<file path="src/rtl/pll_phase_stepper_if.sv">
// Request channel into the PLL phase stepper: one phase-shift job per valid/ready transfer.
interface pll_phase_stepper_if #(
    parameter int STEP_W = 8
);
    logic              req_valid;
    logic              req_ready;
    logic [4:0]        req_counter_sel;
    logic              req_up_down;
    logic [STEP_W-1:0] req_steps;

    modport master (
        output req_valid,
        output req_counter_sel,
        output req_up_down,
        output req_steps,
        input  req_ready
    );

    modport slave (
        input  req_valid,
        input  req_counter_sel,
        input  req_up_down,
        input  req_steps,
        output req_ready
    );
endinterface

</file>
<file path="src/rtl/pll_phase_stepper.sv">
// Drives the PLL dynamic phase-shift port one step at a time, absorbing the per-step
// phase_done low/high handshake and reporting completion, step count and error status.
//
// state     | meaning
// IDLE      | waiting for a request; ready when PLL locked and phase_done high
// SETUP     | cntsel/updn settled, phase_enable low for one cycle
// PULSE     | phase_enable high for PULSE_CYCLES cycles
// WAIT_LOW  | waiting for PLL to drop phase_done
// WAIT_HIGH | waiting for PLL to raise phase_done (step complete)
// FINISH    | one cycle before IDLE; done_pulse follows
module pll_phase_stepper #(
    parameter int STEP_W         = 8,
    parameter int PULSE_CYCLES   = 2,
    parameter int TIMEOUT_CYCLES = 1023
) (
    input  logic                system_clk,
    input  logic                system_reset,
    input  logic                pll_locked,
    pll_phase_stepper_if.slave  req,
    output logic                busy,
    output logic                done_pulse,
    output logic [1:0]          err,
    output logic [STEP_W-1:0]   steps_done,
    output logic [4:0]          counter_sel,
    output logic                phase_up_down,
    output logic                phase_enable,
    input  logic                phase_done
);

    localparam int PULSE_W = $clog2(PULSE_CYCLES + 1);
    localparam int TMO_W   = $clog2(TIMEOUT_CYCLES + 1);
    localparam logic [PULSE_W-1:0] PULSE_LOAD = PULSE_W'(PULSE_CYCLES - 1);
    localparam logic [TMO_W-1:0]   TMO_LOAD   = TMO_W'(TIMEOUT_CYCLES - 1);

    typedef enum logic [2:0] {
        IDLE,
        SETUP,
        PULSE,
        WAIT_LOW,
        WAIT_HIGH,
        FINISH
    } state_t;

    state_t              state_q, state_d;
    logic [STEP_W-1:0]   steps_lat_q, steps_lat_d;
    logic                seen_low_q, seen_low_d;
    logic [PULSE_W-1:0]  pulse_cnt_q, pulse_cnt_d;
    logic [TMO_W-1:0]    tmo_cnt_q, tmo_cnt_d;
    logic [1:0]          err_d;
    logic [STEP_W-1:0]   steps_done_d;
    logic [STEP_W-1:0]   step_next;
    logic [4:0]          counter_sel_d;
    logic                up_down_d;
    logic                ready_int;
    logic                lock_lost;

    assign ready_int     = (state_q == IDLE) && pll_locked && phase_done;
    assign req.req_ready = ready_int;
    assign busy          = (state_q != IDLE);
    assign step_next     = steps_done + STEP_W'(1);
    assign lock_lost     = !pll_locked && (state_q inside {SETUP, PULSE, WAIT_LOW, WAIT_HIGH});

    always_comb begin
        state_d       = state_q;
        steps_lat_d   = steps_lat_q;
        seen_low_d    = seen_low_q;
        pulse_cnt_d   = pulse_cnt_q;
        tmo_cnt_d     = tmo_cnt_q;
        err_d         = err;
        steps_done_d  = steps_done;
        counter_sel_d = counter_sel;
        up_down_d     = phase_up_down;

        case (state_q)
            IDLE: begin
                if (req.req_valid && ready_int) begin
                    steps_lat_d   = req.req_steps;
                    counter_sel_d = req.req_counter_sel;
                    up_down_d     = req.req_up_down;
                    err_d         = 2'b00;
                    steps_done_d  = '0;
                    state_d       = (req.req_steps == '0) ? FINISH : SETUP;
                end
            end
            SETUP: begin
                seen_low_d  = 1'b0;
                pulse_cnt_d = PULSE_LOAD;
                state_d     = PULSE;
            end
            PULSE: begin
                if (!phase_done) seen_low_d = 1'b1;
                if (pulse_cnt_q == '0) begin
                    tmo_cnt_d = TMO_LOAD;
                    // PLL already acknowledged during the pulse: skip the low wait.
                    state_d   = (seen_low_q || !phase_done) ? WAIT_HIGH : WAIT_LOW;
                end else begin
                    pulse_cnt_d = pulse_cnt_q - PULSE_W'(1);
                end
            end
            WAIT_LOW: begin
                tmo_cnt_d = tmo_cnt_q - TMO_W'(1);
                if (!phase_done) begin
                    state_d = WAIT_HIGH;
                end else if (tmo_cnt_q == '0) begin
                    err_d[0] = 1'b1;
                    state_d  = FINISH;
                end
            end
            WAIT_HIGH: begin
                tmo_cnt_d = tmo_cnt_q - TMO_W'(1);
                if (phase_done) begin
                    if (steps_done != steps_lat_q) steps_done_d = step_next;
                    state_d = (step_next == steps_lat_q) ? FINISH : SETUP;
                end else if (tmo_cnt_q == '0) begin
                    err_d[0] = 1'b1;
                    state_d  = FINISH;
                end
            end
            FINISH: begin
                state_d = IDLE;
            end
            default: begin
                state_d = IDLE;
            end
        endcase

        // Losing lock overrides timeout and step completion in the same cycle.
        if (lock_lost) begin
            state_d      = FINISH;
            err_d        = err | 2'b10;
            steps_done_d = steps_done;
        end
    end

    always_ff @(posedge system_clk) begin
        if (system_reset) begin
            state_q       <= IDLE;
            steps_lat_q   <= '0;
            seen_low_q    <= 1'b0;
            pulse_cnt_q   <= '0;
            tmo_cnt_q     <= '0;
            err           <= 2'b00;
            steps_done    <= '0;
            counter_sel   <= 5'b00000;
            phase_up_down <= 1'b1;
            phase_enable  <= 1'b0;
            done_pulse    <= 1'b0;
        end else begin
            state_q       <= state_d;
            steps_lat_q   <= steps_lat_d;
            seen_low_q    <= seen_low_d;
            pulse_cnt_q   <= pulse_cnt_d;
            tmo_cnt_q     <= tmo_cnt_d;
            err           <= err_d;
            steps_done    <= steps_done_d;
            counter_sel   <= counter_sel_d;
            phase_up_down <= up_down_d;
            phase_enable  <= (state_d == PULSE);
            done_pulse    <= (state_q == FINISH);
        end
    end

endmodule

</file>
<file path="src/flat_wrapper.sv">
// flat-port wrapper written by rule: the top's interface ports become plain ports
module pll_phase_stepper_flat 
#(
    parameter int STEP_W         = 8,
    parameter int PULSE_CYCLES   = 2,
    parameter int TIMEOUT_CYCLES = 1023
)
  (system_clk, system_reset, pll_locked, busy, done_pulse, err, steps_done, counter_sel, phase_up_down, phase_enable, phase_done, req_req_valid, req_req_counter_sel, req_req_up_down, req_req_steps, req_req_ready);
  pll_phase_stepper_if #(.STEP_W(STEP_W)) req_i ();
  input  logic system_clk;
  input  logic system_reset;
  input  logic pll_locked;
  output logic busy;
  output logic done_pulse;
  output logic [1:0] err;
  output logic [STEP_W-1:0] steps_done;
  output logic [4:0] counter_sel;
  output logic phase_up_down;
  output logic phase_enable;
  input  logic phase_done;
  input wire logic [$bits(req_i.req_valid)-1:0] req_req_valid;
  input wire logic [$bits(req_i.req_counter_sel)-1:0] req_req_counter_sel;
  input wire logic [$bits(req_i.req_up_down)-1:0] req_req_up_down;
  input wire logic [$bits(req_i.req_steps)-1:0] req_req_steps;
  output wire logic [$bits(req_i.req_ready)-1:0] req_req_ready;
  assign req_i.req_valid = req_req_valid;
  assign req_i.req_counter_sel = req_req_counter_sel;
  assign req_i.req_up_down = req_req_up_down;
  assign req_i.req_steps = req_req_steps;
  assign req_req_ready = req_i.req_ready;
  pll_phase_stepper #(.STEP_W(STEP_W), .PULSE_CYCLES(PULSE_CYCLES), .TIMEOUT_CYCLES(TIMEOUT_CYCLES)) u_core (.system_clk(system_clk), .system_reset(system_reset), .pll_locked(pll_locked), .req(req_i), .busy(busy), .done_pulse(done_pulse), .err(err), .steps_done(steps_done), .counter_sel(counter_sel), .phase_up_down(phase_up_down), .phase_enable(phase_enable), .phase_done(phase_done));
endmodule
</file>
<file path="config.mk">
export PLATFORM = sky130hd
export DESIGN_NAME = pll_phase_stepper_flat
export DESIGN_NICKNAME = d
export VERILOG_FILES = /design/src/rtl/pll_phase_stepper_if.sv /design/src/rtl/pll_phase_stepper.sv /design/src/flat_wrapper.sv
export SDC_FILE = /design/constraint.sdc
export NUM_CORES = 1
export LEC_CHECK = 0
export ABC_AREA = 1
export BUFFER_PORTS_ARGS = -buffer_cell sky130_fd_sc_hd__buf_2
export CAP_MARGIN = 20
export CORE_MARGIN = 5
export CORE_UTILIZATION = 49
export DETAILED_ROUTE_END_ITERATION = 6
export MAX_ROUTING_LAYER = met4
export PLACE_DENSITY = 0.81
export SLEW_MARGIN = 10
export SYNTH_ARGS = -nofsm -noshare
export SYNTH_HDL_FRONTEND = slang
export SYNTH_SLANG_ARGS = --single-unit
</file>
<file path="constraint.sdc">
create_clock -name system_clk -period 1.8 [get_ports system_clk]
set_input_delay 0.18 -clock system_clk [delete_from_list [all_inputs] [get_ports system_clk]]
set_output_delay 0.18 -clock system_clk [all_outputs]
set_load 0.01 [all_outputs]
</file>
After elaboration in Yosys (flattened, before gate mapping) --
Cells that the tools add are included.
Operators by class: add/sub/neg operators 3, eq/ne operators 16, muxes and demuxes 27, bitwise gates (word level) 1, reduce and logical (&&, ||, !) cells 27
Operators with widths (count):
- $mux 3 | 9
- $mux 8 | 3
- $pmux 10 s2 | 1
- $ne 2x2->1 const B | 8
- $pmux 8 s2 | 1
- $pmux 3 s5 | 1
- $logic_not 10->1 | 1
- $mux 10 | 1
- $reduce_and 2->1 | 5
- $reduce_and 5->1 | 2
- $reduce_bool 2->1 | 5
- $sub 10x1->10 const B | 1
- $eq 3x2->1 const B | 3
- $add 8x1->8 const B | 1
- $eq 8x8->1 | 1
- $logic_not 8->1 | 1
- $ne 8x8->1 | 1
- $eq 3x3->1 const B | 2
- $mux 2 | 3
- $reduce_bool 3->1 | 2
- $mux 1 | 5
- $logic_and 1x1->1 | 4
- $pmux 2 s2 | 1
- $reduce_bool 4->1 | 1
- other kinds (10) | 11
Storage, ports and cells: register bits 42, input bits 19, output and inout port bits 20, word-level logic and storage cells 86

Longest topological paths before layout --
Gate-level depths: netlist of run 1.
depth after elaboration 8, depth in mapped cells 12, depth with buffers taken out 12

Least setup slack after synthesis of run 1 --
No wires, ideal clock.
kind register -> register, from register u_core.steps_done[1], to register u_core.state_q[2], library setup time 0.056 ns, arrival time 1.439 ns, required time 1.744 ns, slack 0.305 ns, cell stages (with the launch flop) 12, buffers on the path 0, period minus slack after synthesis 1.495 ns, cell sequence dfxtp_1 ha_1 nand3_1 nor2_1 o21ai_0 nand2_1 inv_1 nor2_1 nand2_1 nand3_1 nand2_1 inv_1
Between the ends: word-level cells in the longest chain between the ends 6
RTL lines:
- start: declaration | line pll_phase_stepper.sv:23 | output logic [STEP_W-1:0] steps_done,
- start signal: assignment | line pll_phase_stepper.sv:155 | steps_done <= steps_done_d;
- $add 8x1->8 | line pll_phase_stepper.sv:60 | assign step_next = steps_done + STEP_W'(1);
- $eq 8x8->1 | line pll_phase_stepper.sv:113 | state_d = (step_next == steps_lat_q) ? FINISH : SETUP;
- $mux 3 | line pll_phase_stepper.sv:113
- $mux 3 | line pll_phase_stepper.sv:111 | if (phase_done) begin
- $pmux 3 s5 | line pll_phase_stepper.sv:74 | case (state_q)
- $mux 3 | line pll_phase_stepper.sv:128 | if (lock_lost) begin
- end signal: assignment | line pll_phase_stepper.sv:149 | state_q <= state_d;
- end: declaration | line pll_phase_stepper.sv:44 | state_t state_q, state_d;
No other way between the ends. A chain may end at the register's enable or synchronous reset.

Final worst setup path of run 1 --
from register u_core.state_q[1], to register u_core.steps_lat_q[3]
Between the ends: word-level cells in the longest chain between the ends 5
RTL lines:
- $logic_not 3->1 * | line pll_phase_stepper.sv:57, pll_phase_stepper.sv:74
- $logic_and 1x1->1 (2 in series) | line pll_phase_stepper.sv:57 | assign ready_int = (state_q == IDLE) && pll_locked && phase_done;
- $logic_and 1x1->1 | line pll_phase_stepper.sv:76 | if (req.req_valid && ready_int) begin
- $reduce_and 2->1 (no source line) *
- end signal: assignment | line pll_phase_stepper.sv:150 | steps_lat_q <= steps_lat_d;
- end: declaration | line pll_phase_stepper.sv:45 | logic [STEP_W-1:0] steps_lat_q, steps_lat_d;
Mark *: on every way between the ends. The rest lies on a longest branch, timed or not.

==> impl_metrics.toml, run 1 <==
[setup_path]
path_cells = "nor2_4 > nand2_4 > nor2_2 > nand2_1 > buf_4 > o21ai_0 > a21oi_1"
crit_type = "reg -> reg"
r2r_setup_slack_ns = 0.15
critPathLaunchType = "flip-flop"
arrival_ns = 1.86
cp_num_buf_inv = 1
cp_slowest_cell = "dfxtp_1"
worst-path-max-fanout = 14
critPathMaxStageDelay_ns = 0.40
path_delay_family = "simple AND/OR/NAND/NOR gates"
setup.worst_path.end_class = "flip-flop"
worstPathRequired_ns = 2.00

[sta]
period_share_pct = 91.9
max_freq_ghz = 0.604
hold_ws_ns = 0.0750
worstMarginPinSlew_ns = 0.653
drv_slew = 0
finalSetupViolations = 0
hold_violations = 0
fin_setup_tns_ns = 0
grt_setup_unrepaired = "no"
fin_crit_ns = 1.65
slew_headroom_pct = 56.4
fin_ws_ns = 0.145
skew_ns = 0.0108

[place]
portBuffers = 38
preCtsSetupSlack_ns = 0.176
dp.cells = 443
dp_hpwl_um = 4190
place_congestion = 0.906

[floorplanning]
core-area_um2 = 4660
initial_core_util_pct = 49.9
fp.dieW_um = 78.9
rows = 25
design.die.area_um2 = 6220
die_h_um = 78.9
ios = 39

[clock_network]
clk_latency_ns = 0.31
cts-root-buf = "clkbuf_8"
cts_buffers = 5
cts_hold_buf = 0
ctsHtreeMaxLevel = 2
ctsLongestPathBuffers = 2
cts_tree = "built"
cts.sinks = 42
clk_pin_slew_ns = 0.09

[synth]
synthesis.area_um2 = 2320
ys_ff_latch = 42
synth-main-ff-cell = "dfxtp_1"
avgSynthCellArea_um2 = 6.57
synth-seq-area-share_pct = 36.2
postSynthNetCount = 376
synthCells = 354
async_flop_share_pct = 0
synth_warnings = 0
ys_types = 36
synth-edff-count = 0

[global_route]
antenna_found_initial = 0
grt_max_degree = 24
grt_pass1_wl_um = 9230
grt_usage_pct = 19.1
grt_overflow = 0
grt_pass1_vias = 2042

[pwr]
power_density_nw_per_um2 = 1570
p_leak_nw = 1.29
ir_worst_vdd_mv = 1.07

[final_layout]
areaGrowthSynthToFinish_pct = 17.6
diodes = 0
layout.cells.most_common = "nand2_1"
layout_common_cells = "83 x nand2_1, 51 x nor2_1, 42 x inv_1, 42 x dfxtp_1, 38 x buf_2"
nNetsFinal = 418
fin_cells = 451
final_layout_size_suffix_gt1_share_pct = 18.6

[detailed_routing]
ant_nets = 0
vias = 2396
viasPerCell = 5.31
finalWirelength_um = 5730
drt-initial-drc-count = 132
drt_first_pass_iters = 5
wl_per_cell_um = 12.7
drc = 0

[run]
maxCapViolCount = 0

[run_status]
status = "finished, final reports clean"

[hold_path]
hold_path_class = "in -> reg"
-- final timing paths --
path,from,endpoint,cells after the start
worst max register to register,u_core.state_q[1],u_core.steps_lat_q[3],7
worst min register to register,u_core.err[0],u_core.err[0],2
worst min-delay path,req_req_up_down,u_core.phase_up_down,3
worst max-delay path,u_core.state_q[1],u_core.steps_lat_q[3],7
-- layer usage --
metal  wire (um)  GRT usage [%]
met2        2730           30.2
met4          83           6.36
met5           0              -
met1        2600           24.6
met3         311           3.74
-- Yosys cell counts (2+ instances only) --
library cell	count	area (um^2)
nand3_1	18	90.1
inv_1	42	158
nor2_1	52	195
xor2_1	4	35.0
xnor2_1	5	43.8
nand2_4	2	22.5
ha_1	3	37.5
o21ai_0	22	110
nor2_4	2	22.5
clkinv_1	2	7.51
buf_2	4	20.0
nand2_1	83	312
nor3_1	7	35.0
inv_2	3	11.3
nand4_1	5	31.3
clkbuf_1	5	18.8
a31oi_1	5	31.3
o21ai_1	4	20.0
nand3_2	2	20.0
nand2_2	2	12.5
dfxtp_1	42	841
a21oi_1	21	105
a21oi_2	2	17.5
nand3b_1	3	22.5
nor2_2	3	18.8
-- power by group --
group,switching (mW),internal [mW],total (mW)
Combinational,1.31,0.723,2.03
Sequential,0.187,1.15,1.34
Clock,0.359,0.556,0.915
Total,1.85,2.43,4.29
-- kinds of logic after synthesis --
| kind of cell | Yosys count | share of synthesized area [%] |
|---|---|---|
| AO/OA/AOI/OAI | 60 | 14.3 |
| XOR/XNOR | 9 | 3.39 |
| adder cells (fa/ha/maj) | 3 | 1.61 |
| buffers and inverters | 58 | 10.0 |
| flip-flops | 42 | 36.2 |
| AND/OR/NAND/NOR | 182 | 34.5 |
-- worst register-to-register path, delay by kind of cell, from the launching register on --
family / cells / cell delay (ns)
flops: 1 / 0.40
simple gates: 4 / 0.68
buf+inv: 1 / 0.25
compound gates: 2 / 0.23
-- registers in the layout (all words and copies together), names as in the netlist --
signal	cells
u_core.tmo_cnt_q	10
u_core.steps_done	8
u_core.steps_lat_q	8
u_core.counter_sel	5
u_core.state_q	3
u_core.err	2
u_core.pulse_cnt_q	2
u_core.done_pulse	1
u_core.phase_enable	1
u_core.phase_up_down	1
u_core.seen_low_q	1
-- what timing repair did --
item                       4_1_cts  5_1_grt
setup buffers                    0        0
setup endpoints to repair        0        2
gates resized for setup          0        3
-- final cells by class --
| type | instances | area [um^2] |
|---|---|---|
| Clock buffer | 5 | 68.8 |
| Timing Repair Buffer | 45 | 243 |
| Sequential cell | 42 | 841 |
| Clock inverter | 3 | 68.8 |
| Inverter | 48 | 186 |
| Tap cell | 54 | 67.6 |
| Multi-Input combinational cell | 254 | 1260 |
| Fill cell | 428 | 1930 |
-- through the flow --
step / util [%] / instance area (um^2) / power, mW
floorplan: - / 2320 / 2.84
global placement: 55.5 / 2580 / 3.29
detailed placement: 55.5 / 2580 / 3.33
CTS: 58.4 / 2720 / 4.24
global route: 58.7 / 2730 / 4.63
finish: 58.7 / 2730 / 4.29
Power figures use the tool's default switching activity.
==> inputs of run 2 (changes only) <==
MAX_ROUTING_LAYER = not set   (was met4)
==> impl_metrics.toml, run 2 (synthesis gave the netlist of run 1 again) <==
[clock_network]
ctsHtreeMaxLevel = 2
cts.sinks = 42
cts_buffers = 5
cts-root-buf = "clkbuf_8"
clk_pin_slew_ns = 0.09
ctsLongestPathBuffers = 2
cts_tree = "built"
clk_latency_ns = 0.31
cts_hold_buf = 0
cts_setup_buffers = 0

[setup_path]
worst-path-max-fanout = 14
setup.worst_path.end_class = "flip-flop"
critPathMaxStageDelay_ns = 0.39
cp_slowest_cell = "dfxtp_1"
path_delay_family = "simple AND/OR/NAND/NOR gates"
critPathLaunchType = "flip-flop"
cp_num_buf_inv = 1
arrival_ns = 1.85
path_cells = "nor2_4 > nand2_4 > nor2_2 > nand2_1 > buf_4 > o21ai_0 > a21oi_1"
crit_type = "reg -> reg"
worstPathRequired_ns = 2.00

[final_layout]
areaGrowthSynthToFinish_pct = 17.6
nFillCells = 428
fin_cells = 451
stdcell_area_um2 = 2730
nNetsFinal = 418
final_layout_size_suffix_gt1_share_pct = 18.6
layout_common_cells = "83 x nand2_1, 51 x nor2_1, 42 x inv_1, 42 x dfxtp_1, 38 x buf_2"
layout.cells.most_common = "nand2_1"
top_register = "u_core.tmo_cnt_q"
largest_reg_flops = 10
top_regs = "u_core.tmo_cnt_q: 10 flops, u_core.steps_done: 8 flops, u_core.steps_lat_q: 8 flops"
diodes = 0

[detailed_routing]
drc = 0
drt-initial-drc-count = 132
wl_per_cell_um = 12.7
viasPerCell = 5.26
vias = 2372
ant_nets = 0
drt_first_pass_iters = 4
finalWirelength_um = 5710

[pwr]
ir_worst_vdd_mv = 1.07
power_mw = 4.28
power_density_nw_per_um2 = 1570
p_leak_nw = 1.29

[floorplanning]
rows = 25
initial_core_util_pct = 49.9
fp.dieW_um = 78.9
ios = 39
core-area_um2 = 4660
design.die.area_um2 = 6220
die_h_um = 78.9

[run]
maxCapViolCount = 0

[place]
dp_hpwl_um = 4190
place_congestion = 0.891
dp.cells = 443
portBuffers = 38
placed_area_um2 = 2580

[sta]
finalSetupViolations = 0
worstMarginPinSlew_ns = 0.645
grt_setup_unrepaired = "no"
slew_headroom_pct = 56.9
drv_slew = 0
period_share_pct = 91.5
hold_violations = 0
max_freq_ghz = 0.607
fin_crit_ns = 1.65
fin_setup_tns_ns = 0
hold_ws_ns = 0.0766
skew_ns = 0.0118

[global_route]
grt_max_degree = 24
grt_overflow = 0
gr-usage-met3_pct = 3.97
grt_pass1_vias = 2038
gr-usage-met2_pct = 30.2
grt.busiest_layer = "met2"
grt_usage_pct = 18.6
met1_usage_pct = 24.6
antenna_found_initial = 0
grt_pass1_wl_um = 9250

[run_status]
status = "finished, final reports clean"

[hold_path]
hold_path_class = "in -> reg"
==> run 2: layer usage <==
layer | routed length, um | vias to the layer above | share of wire, %
met5 | 0 | - | 0
met4 | 101 | 0 | 1.8
met3 | 326 | 11 | 5.7
met2 | 2680 | 74 | 47
met1 | 2610 | 1064 | 46
li1 | - | 1223 | -
==> run 2: layout make-up <==
| type | instances | area, um^2 | area share [%] |
|---|---|---|---|
| clock buffers | 5 | 68.8 | 2.52 |
| clock inverters | 3 | 68.8 | 2.52 |
| inverters | 48 | 186 | 6.82 |
| multi-input cells | 254 | 1260 | 46.0 |
| flip-flops and latches | 42 | 841 | 30.8 |
| well taps | 54 | 67.6 | 2.47 |
| repair buffers | 45 | 243 | 8.88 |
==> run 2: power by group <==
group | switching, mW | internal (mW) | leakage, nW
Combinational | 1.31 | 0.723 | 0.884
Sequential | 0.187 | 1.15 | 0.342
Clock | 0.355 | 0.556 | 0.0683
Total | 1.85 | 2.43 | 1.29
==> run 2: worst paths after layout <==
kind                           endpoint  cells after the start         startpoint  slack, ns
hold reg to reg           u_core.err[0]                      2      u_core.err[0]       0.45
setup / recovery  u_core.steps_lat_q[3]                      7  u_core.state_q[1]       0.15
setup reg to reg  u_core.steps_lat_q[3]                      7  u_core.state_q[1]       0.15
hold / removal     u_core.phase_up_down                      3    req_req_up_down       0.08
==> run 2: metrics by stage <==
stage | setup WS (ns) | utilization [%]
after floorplan | 0.305 | -
after global placement | 0.196 | 55.5
after detailed placement | 0.176 | 55.5
after CTS | 0.158 | 58.4
after global routing | 0.0184 | 58.7
final | 0.154 | 58.7
==> run 2: worst register-to-register path: stages (launching register included) <==
cell and delay [ns]:
dfxtp_1 0.39, nor2_4 0.22, nand2_4 0.09, nor2_2 0.15
nand2_1 0.22, buf_4 0.25, o21ai_0 0.17, a21oi_1 0.06
==> run 2: repair_timing <==
action	in CTS	in global routing
endpoints found under the hold margin	0	0
gates resized for setup	0	3
setup endpoints to repair	0	2
